<file path="config.mk">
export PLATFORM = sky130hd
export DESIGN_NAME = demux1_4_reg_flat
export DESIGN_NICKNAME = d
export VERILOG_FILES = /design/src/rtl/demux1_4_reg_if.sv /design/src/rtl/demux1_4_reg.sv /design/src/flat_wrapper.sv
export SDC_FILE = /design/constraint.sdc
export NUM_CORES = 1
export LEC_CHECK = 0
export CAP_MARGIN = 5
export CORE_UTILIZATION = 35
export DETAILED_ROUTE_END_ITERATION = 7
export HOLD_SLACK_MARGIN = 0.08
export PLACE_DENSITY = 0.69
export SYNTH_ARGS = -nofsm -noshare
export SYNTH_HDL_FRONTEND = slang
export SYNTH_SLANG_ARGS = --single-unit
</file>
<file path="constraint.sdc">
create_clock -name Clk -period 1.3 [get_ports Clk]
set_clock_uncertainty 0.15 [all_clocks]
set_input_delay 0.195 -clock Clk [delete_from_list [all_inputs] [get_ports Clk]]
set_output_delay 0.195 -clock Clk [all_outputs]
set_load 0.05 [all_outputs]
</file>
<file path="src/rtl/demux1_4_reg_if.sv">
// ----------------------------------------------------------------------------
// demux1_4_reg_if
// Bundles the producer-side handshake and the four consumer-side channels of
// demux1_4_reg.
//   slave  modport : the demultiplexer (takes Din/Control/In_Valid/Ready_*,
//                    drives In_Ready/Out_*/Valid_*/Count_*)
//   master modport : the surrounding logic (producer + four consumers)
// Optional feature macro: DEMUX_STATS_EN adds the Count_* drain counters.
// ----------------------------------------------------------------------------
interface demux1_4_reg_if #(
    parameter int Demux_Width = 8
);
    logic [Demux_Width-1:0] Din;
    logic [1:0]             Control;
    logic                   In_Valid;
    logic                   In_Ready;

    logic [Demux_Width-1:0] Out_A, Out_B, Out_C, Out_D;
    logic                   Valid_A, Valid_B, Valid_C, Valid_D;
    logic                   Ready_A, Ready_B, Ready_C, Ready_D;

`ifdef DEMUX_STATS_EN
    logic [15:0]            Count_A, Count_B, Count_C, Count_D;

    modport slave (
        input  Din, Control, In_Valid, Ready_A, Ready_B, Ready_C, Ready_D,
        output In_Ready, Out_A, Out_B, Out_C, Out_D,
        output Valid_A, Valid_B, Valid_C, Valid_D,
        output Count_A, Count_B, Count_C, Count_D
    );

    modport master (
        output Din, Control, In_Valid, Ready_A, Ready_B, Ready_C, Ready_D,
        input  In_Ready, Out_A, Out_B, Out_C, Out_D,
        input  Valid_A, Valid_B, Valid_C, Valid_D,
        input  Count_A, Count_B, Count_C, Count_D
    );
`else
    modport slave (
        input  Din, Control, In_Valid, Ready_A, Ready_B, Ready_C, Ready_D,
        output In_Ready, Out_A, Out_B, Out_C, Out_D,
        output Valid_A, Valid_B, Valid_C, Valid_D
    );

    modport master (
        output Din, Control, In_Valid, Ready_A, Ready_B, Ready_C, Ready_D,
        input  In_Ready, Out_A, Out_B, Out_C, Out_D,
        input  Valid_A, Valid_B, Valid_C, Valid_D
    );
`endif

endinterface

</file>
<file path="src/rtl/demux1_4_reg.sv">
// ----------------------------------------------------------------------------
// demux1_4_reg
// Registered 1-to-4 demultiplexer. One word per cycle from a single producer
// is steered by Control (0->A, 1->B, 2->C, 3->D) into a single-entry output
// register per channel; each channel drains to its own consumer with a
// valid/ready handshake.
//   Clk   : rising-edge clock
//   Reset : asynchronous, active-high reset
//   bus   : demux1_4_reg_if.slave (Din, Control, In_Valid, In_Ready,
//           Out_*/Valid_*/Ready_* per channel, Count_* with stats)
// Optional feature macro: DEMUX_STATS_EN adds a 16-bit wrapping drained-word
// counter per channel.
// ----------------------------------------------------------------------------
module demux1_4_reg #(
    parameter int Demux_Width = 8
) (
    input  logic            Clk,
    input  logic            Reset,
    demux1_4_reg_if.slave   bus
);

    logic [Demux_Width-1:0] data_q [4];
    logic [3:0]             full_q;
    logic [3:0]             ready;
    logic [3:0]             sel;
    logic [3:0]             load;
    logic [3:0]             drain;
    logic                   in_ready;

    always_comb begin
        ready = {bus.Ready_D, bus.Ready_C, bus.Ready_B, bus.Ready_A};
        sel = '0;
        sel[bus.Control] = 1'b1;
    end

    // Selected channel can take a word if empty or draining this same edge.
    assign in_ready = !full_q[bus.Control] || ready[bus.Control];
    assign load     = sel & {4{bus.In_Valid & in_ready}};
    assign drain    = full_q & ready;

    always_ff @(posedge Clk or posedge Reset) begin
        if (Reset) begin
            full_q <= '0;
            for (int unsigned k = 0; k < 4; k++) begin
                data_q[k] <= '0;
            end
        end else begin
            for (int unsigned k = 0; k < 4; k++) begin
                if (load[k]) begin
                    data_q[k] <= bus.Din;
                end
                // A load on the draining edge keeps the channel full.
                full_q[k] <= load[k] | (full_q[k] & ~drain[k]);
            end
        end
    end

    assign bus.In_Ready = in_ready;
    assign bus.Out_A    = data_q[0];
    assign bus.Out_B    = data_q[1];
    assign bus.Out_C    = data_q[2];
    assign bus.Out_D    = data_q[3];
    assign bus.Valid_A  = full_q[0];
    assign bus.Valid_B  = full_q[1];
    assign bus.Valid_C  = full_q[2];
    assign bus.Valid_D  = full_q[3];

`ifdef DEMUX_STATS_EN
    logic [15:0] count_q [4];

    always_ff @(posedge Clk or posedge Reset) begin
        if (Reset) begin
            for (int unsigned k = 0; k < 4; k++) begin
                count_q[k] <= '0;
            end
        end else begin
            for (int unsigned k = 0; k < 4; k++) begin
                if (drain[k]) begin
                    count_q[k] <= count_q[k] + 16'd1;
                end
            end
        end
    end

    assign bus.Count_A = count_q[0];
    assign bus.Count_B = count_q[1];
    assign bus.Count_C = count_q[2];
    assign bus.Count_D = count_q[3];
`endif

endmodule

</file>
<file path="src/flat_wrapper.sv">
// flat-port wrapper written by rule: the top's interface ports become plain ports
module demux1_4_reg_flat 
#(
    parameter int Demux_Width = 8
)
  (Clk, Reset, bus_Din, bus_Control, bus_In_Valid, bus_Ready_A, bus_Ready_B, bus_Ready_C, bus_Ready_D, bus_In_Ready, bus_Out_A, bus_Out_B, bus_Out_C, bus_Out_D, bus_Valid_A, bus_Valid_B, bus_Valid_C, bus_Valid_D);
  demux1_4_reg_if #(.Demux_Width(Demux_Width)) bus_i ();
  input  logic Clk;
  input  logic Reset;
  input wire logic [$bits(bus_i.Din)-1:0] bus_Din;
  input wire logic [$bits(bus_i.Control)-1:0] bus_Control;
  input wire logic [$bits(bus_i.In_Valid)-1:0] bus_In_Valid;
  input wire logic [$bits(bus_i.Ready_A)-1:0] bus_Ready_A;
  input wire logic [$bits(bus_i.Ready_B)-1:0] bus_Ready_B;
  input wire logic [$bits(bus_i.Ready_C)-1:0] bus_Ready_C;
  input wire logic [$bits(bus_i.Ready_D)-1:0] bus_Ready_D;
  output wire logic [$bits(bus_i.In_Ready)-1:0] bus_In_Ready;
  output wire logic [$bits(bus_i.Out_A)-1:0] bus_Out_A;
  output wire logic [$bits(bus_i.Out_B)-1:0] bus_Out_B;
  output wire logic [$bits(bus_i.Out_C)-1:0] bus_Out_C;
  output wire logic [$bits(bus_i.Out_D)-1:0] bus_Out_D;
  output wire logic [$bits(bus_i.Valid_A)-1:0] bus_Valid_A;
  output wire logic [$bits(bus_i.Valid_B)-1:0] bus_Valid_B;
  output wire logic [$bits(bus_i.Valid_C)-1:0] bus_Valid_C;
  output wire logic [$bits(bus_i.Valid_D)-1:0] bus_Valid_D;
  assign bus_i.Din = bus_Din;
  assign bus_i.Control = bus_Control;
  assign bus_i.In_Valid = bus_In_Valid;
  assign bus_i.Ready_A = bus_Ready_A;
  assign bus_i.Ready_B = bus_Ready_B;
  assign bus_i.Ready_C = bus_Ready_C;
  assign bus_i.Ready_D = bus_Ready_D;
  assign bus_In_Ready = bus_i.In_Ready;
  assign bus_Out_A = bus_i.Out_A;
  assign bus_Out_B = bus_i.Out_B;
  assign bus_Out_C = bus_i.Out_C;
  assign bus_Out_D = bus_i.Out_D;
  assign bus_Valid_A = bus_i.Valid_A;
  assign bus_Valid_B = bus_i.Valid_B;
  assign bus_Valid_C = bus_i.Valid_C;
  assign bus_Valid_D = bus_i.Valid_D;
  demux1_4_reg #(.Demux_Width(Demux_Width)) u_core (.Clk(Clk), .Reset(Reset), .bus(bus_i));
endmodule
</file>
; ---- Word-level counts from Yosys, hierarchy flattened
; Index checks and enable logic that the tools add are counted.
; W data, S select, Z words.
[totals]
register_bits = 36
latch_bits = 0
mem_bits_rw = 0
mem_bits_ro = 0
wordCells = 31
memories = 0
[classes]
n_addsub = 0
n_mul = 0
n_div = 0
magnitude_cmp = 2
n_eq_ne = 0
shifts = 0
mux = 6
n_bitwise = 15
n_reduce_logical = 3
[op_table]
columns = cell, count
row1 = $and A4 B4 Y4, 2
row2 = $and A1 B1 Y1, 5
row3 = $bmux W1 S2, 2
row4 = $not A1 Y1, 4
row5 = $or A1 B1 Y1, 4
row6 = $lt A2 B3 Y1 const B, 1
row7 = $mux W1, 3
row8 = $demux W1 S2, 1
row9 = $ge A2 B1 Y1 const B, 1
row10 = $logic_and A1 B1 Y1, 1
row11 = $logic_not A1 Y1, 1
row12 = $logic_or A1 B1 Y1, 1

; ---- Depth between registers and ports, before layout
[depth]
ltp_word = 7
ltp_mapped = 4
ltp_nobuf = 3

; ---- Least setup slack after synthesis
; Ideal clock, no wire load.
[synth_timing]
path_type = register to output
from = register u_core.full_q[0]
to = output port bus_In_Ready
arrival_time_ns = 1.403
required_time_ns = 0.955
path_slack_ns = -0.448
path_stages_with_launch = 3
path_cell_list = dfrtp_1 nand2b_1 mux4_2
[synth_via]
elab_chain_cells = 4
[synth_rtl]
columns = item, line_no
row1 = start: declaration, demux1_4_reg.sv:23  ; logic [3:0] full_q;
row2 = start signal: indexed assignment, demux1_4_reg.sv:53  ; full_q[k] <= load[k] | (full_q[k] & ~drain[k]);
row3 = $bmux W1 S2, demux1_4_reg.sv:37  ; assign in_ready = !full_q[bus.Control] || ready[bus.Control];
row4 = $mux W1 (implied by the code), demux1_4_reg.sv:37
row5 = $logic_not A1 Y1, demux1_4_reg.sv:37
row6 = $logic_or A1 B1 Y1, demux1_4_reg.sv:37
row7 = end: declaration, flat_wrapper.sv:17  ; output wire logic [$bits(bus_i.In_Ready)-1:0] bus_In_Ready;
; Every way passes these cells. The select of a mux whose other input is x is not followed.

; ---- Worst setup path after layout
[layout_timing]
from = register u_core.full_q[3]
to = output port bus_In_Ready
; The elaborated chain is that of the path after synthesis.

==> reports/qor.txt <==
run status: finished, violations left
failing checks: setup timing
vias in the first global route: 1167
fin worst setup slack: -0.467 ns
min Tclk post-route: 1.77 ns
clk buf depth: 2
Ant. Diodes: 0
post-synthesis sequential area ratio: 64.3%
cell count after synthesis: 88
Pwr per Cell Area: 1630 nW/µm²
H-tree depth: 2
Pins Over Slew Limit: 0
number of synthesized register bits: 36
Cell Count, Final, Fillers Out: 219
DR pass1 iterations: 4
worst-path fanout max: 2
antenna-violating nets left: 0
pin count of the biggest net entering global routing: 37
final setup fails: 34
hold slack: 0.121 ns
YS warnings: 0
fmax: 566 MHz
CTS root buffer: clkbuf_8
pre-CTS setup slack: -0.577 ns
CTS tree: done
clk_lat worst skew: 0.29 ns
GPL Wtd Cong: 0.730
Port Buffer Count: 53
Critical Path RT: 0.95 ns
leakage: 1.34 nW
I/O pins: 54
Hold Violations, Final: 0
CTS Sinks: 36
Core Area: 3740 µm²
drt via density: 4.84
drt total wl: 4110 µm
area grow syn2layout: 103%
initial core utilization: 37.4%
Post-CTS Hold Buffers: 0
total die area: 4260 µm²
initial antenna violation count: 0
Die W: 65.2 µm
Worst-Margin Slew: 0.261 ns
Die H: 65.2 µm
WS Path Type: flip-flop to primary output
first-pass GRT wire length: 6450 µm
Final Util: 76.1%
fin nets: 188
DRC Markers: 0
Synth Area per Inst: 15.9 µm²
layout cells sized above 1: 67.3%
Syn Std Cell Area: 1400 µm²
CTS Buf Count: 5
Final Cycle Share: 136%
VDD IR-drop max: 0.914 mV
Max-Slew Margin vs Limit: 82.6%
Placed Area: 2560 µm²
placed cell count: 204
Worst-path clk slew: 0.07 ns
Tot GR Track Use: 21.9%
Worst EP arrival: 1.42 ns
fin area: 2850 µm²
Worst setup EP type: primary output
Overflow after GRT: 0
Worst setup SP type: flip-flop
routed length per instance: 18.8 µm
Vias: 1059
FP Rows: 22
DPL Wire Length: 2710 µm
Netlist cell types: 13
RSZ-0062 raised after global routing: yes
Initial DRC Count: 35
Syn Nets: 105
Max Cap Viol: 0
worst min-delay path class: input port to asynchronous set/reset pin
## path summary, 6_finish.rpt
path | from | end | slack [ns] | depth (start not counted)
setup / recovery | u_core.full_q[3] | bus_In_Ready | -0.47 | 3
hold / removal | Reset | u_core.bus.Out_D[4] | 0.12 | 3
setup reg to reg | u_core.full_q[3] | u_core.bus.Out_D[5] | -0.31 | 6
hold reg to reg | u_core.bus.Out_A[5] | u_core.bus.Out_A[5] | 0.43 | 1
max in group asynchronous | Reset | u_core.full_q[1] | 0.69 | 3
min in group Clk | bus_Ready_C | u_core.full_q[2] | 0.15 | 4
## kinds of logic (layout without fill, tap and decap cells)
group	count (synthesis)	after routing	share of synthesized area [%]
and+or+nand+nor	15	16	6.97
DFF	36	36	64.3
AOI/OAI and AO/OA	1	1	0.357
buffers and inverters	3	85	0.983
muxes	33	33	27.3
## synthesized netlist by cell type (all sizes together)
cell	count	area [µm²]
nor3b	1	18.8
mux2	32	360
nand2	5	18.8
o21ai	1	5.00
nand3	1	5.00
inv	1	3.75
mux4	1	22.5
nor2b	2	12.5
dfrtp	36	901
and3	1	6.26
nand3b	1	11.3
buf	2	10.0
nand2b	4	25.0
## power breakdown
part | internal, mW | switching [mW]
combinational | 1.22 | 1.08
clock | 0.364 | 0.371
sequential | 1.34 | 0.268
total | 2.93 | 1.72
## worst max-delay path, cell delays in order, from the launching register on
cell      delay, ns
dfrtp_2        0.41
nand2b_4       0.07
mux4_2         0.49
buf_8          0.17
## cell type report
type | instances | area [µm²]
clock inverter | 1 | 5.00
timing repair buffer | 77 | 1140
multi-input combinational | 50 | 659
fill | 226 | 895
clock buffer | 6 | 72.6
sequential | 36 | 906
tap | 48 | 60.1
inverter | 1 | 3.75
## placed cells by master, fill, tap and decap left out, types with 2 or more instances in the layout
master / n
nand2_1: 5
nor2b_4: 2
dlygate4sd2_1: 4
clkbuf_8: 5
clkdlybuf4s50_1: 11
nand3b_4: 2
mux2_4: 24
nand2b_4: 4
buf_6: 15
buf_4: 8
buf_12: 37
dfrtp_2: 4
mux2_2: 8
dfrtp_1: 32
## flip-flops by register name, indices dropped and copies added, names as in the netlist
name              flops
u_core.full_q         4
u_core.bus.Out_D      8
u_core.bus.Out_A      8
u_core.bus.Out_B      8
u_core.bus.Out_C      8
## repair_timing
item / in CTS / in global routing
setup buffers: 4 / 4
pin swaps: 1 / 0
gates resized for setup: 34 / 6
endpoints found under the setup margin: 37 / 35
gates cloned: 1 / 0
## metal layers
layer	wire length [µm]	track usage (%)	share of wire, %	up-vias
li1	-	-	-	475
met1	1550	25.4	38	539
met2	2260	37.0	55	38
met3	190	5.56	4.6	7
met4	108	11.7	2.6	0
met5	0	0	0	-
## per-stage QoR
step	TNS, ns	total power [mW]
after global placement	-16.59	3.79
after CTS	-4.70	4.66
after floorplan	-6.41	2.58
final	-6.81	4.65
after detailed placement	-17.61	3.84
after global routing	-7.53	4.81
No activity file was read; power rests on OpenSTA's default activity.
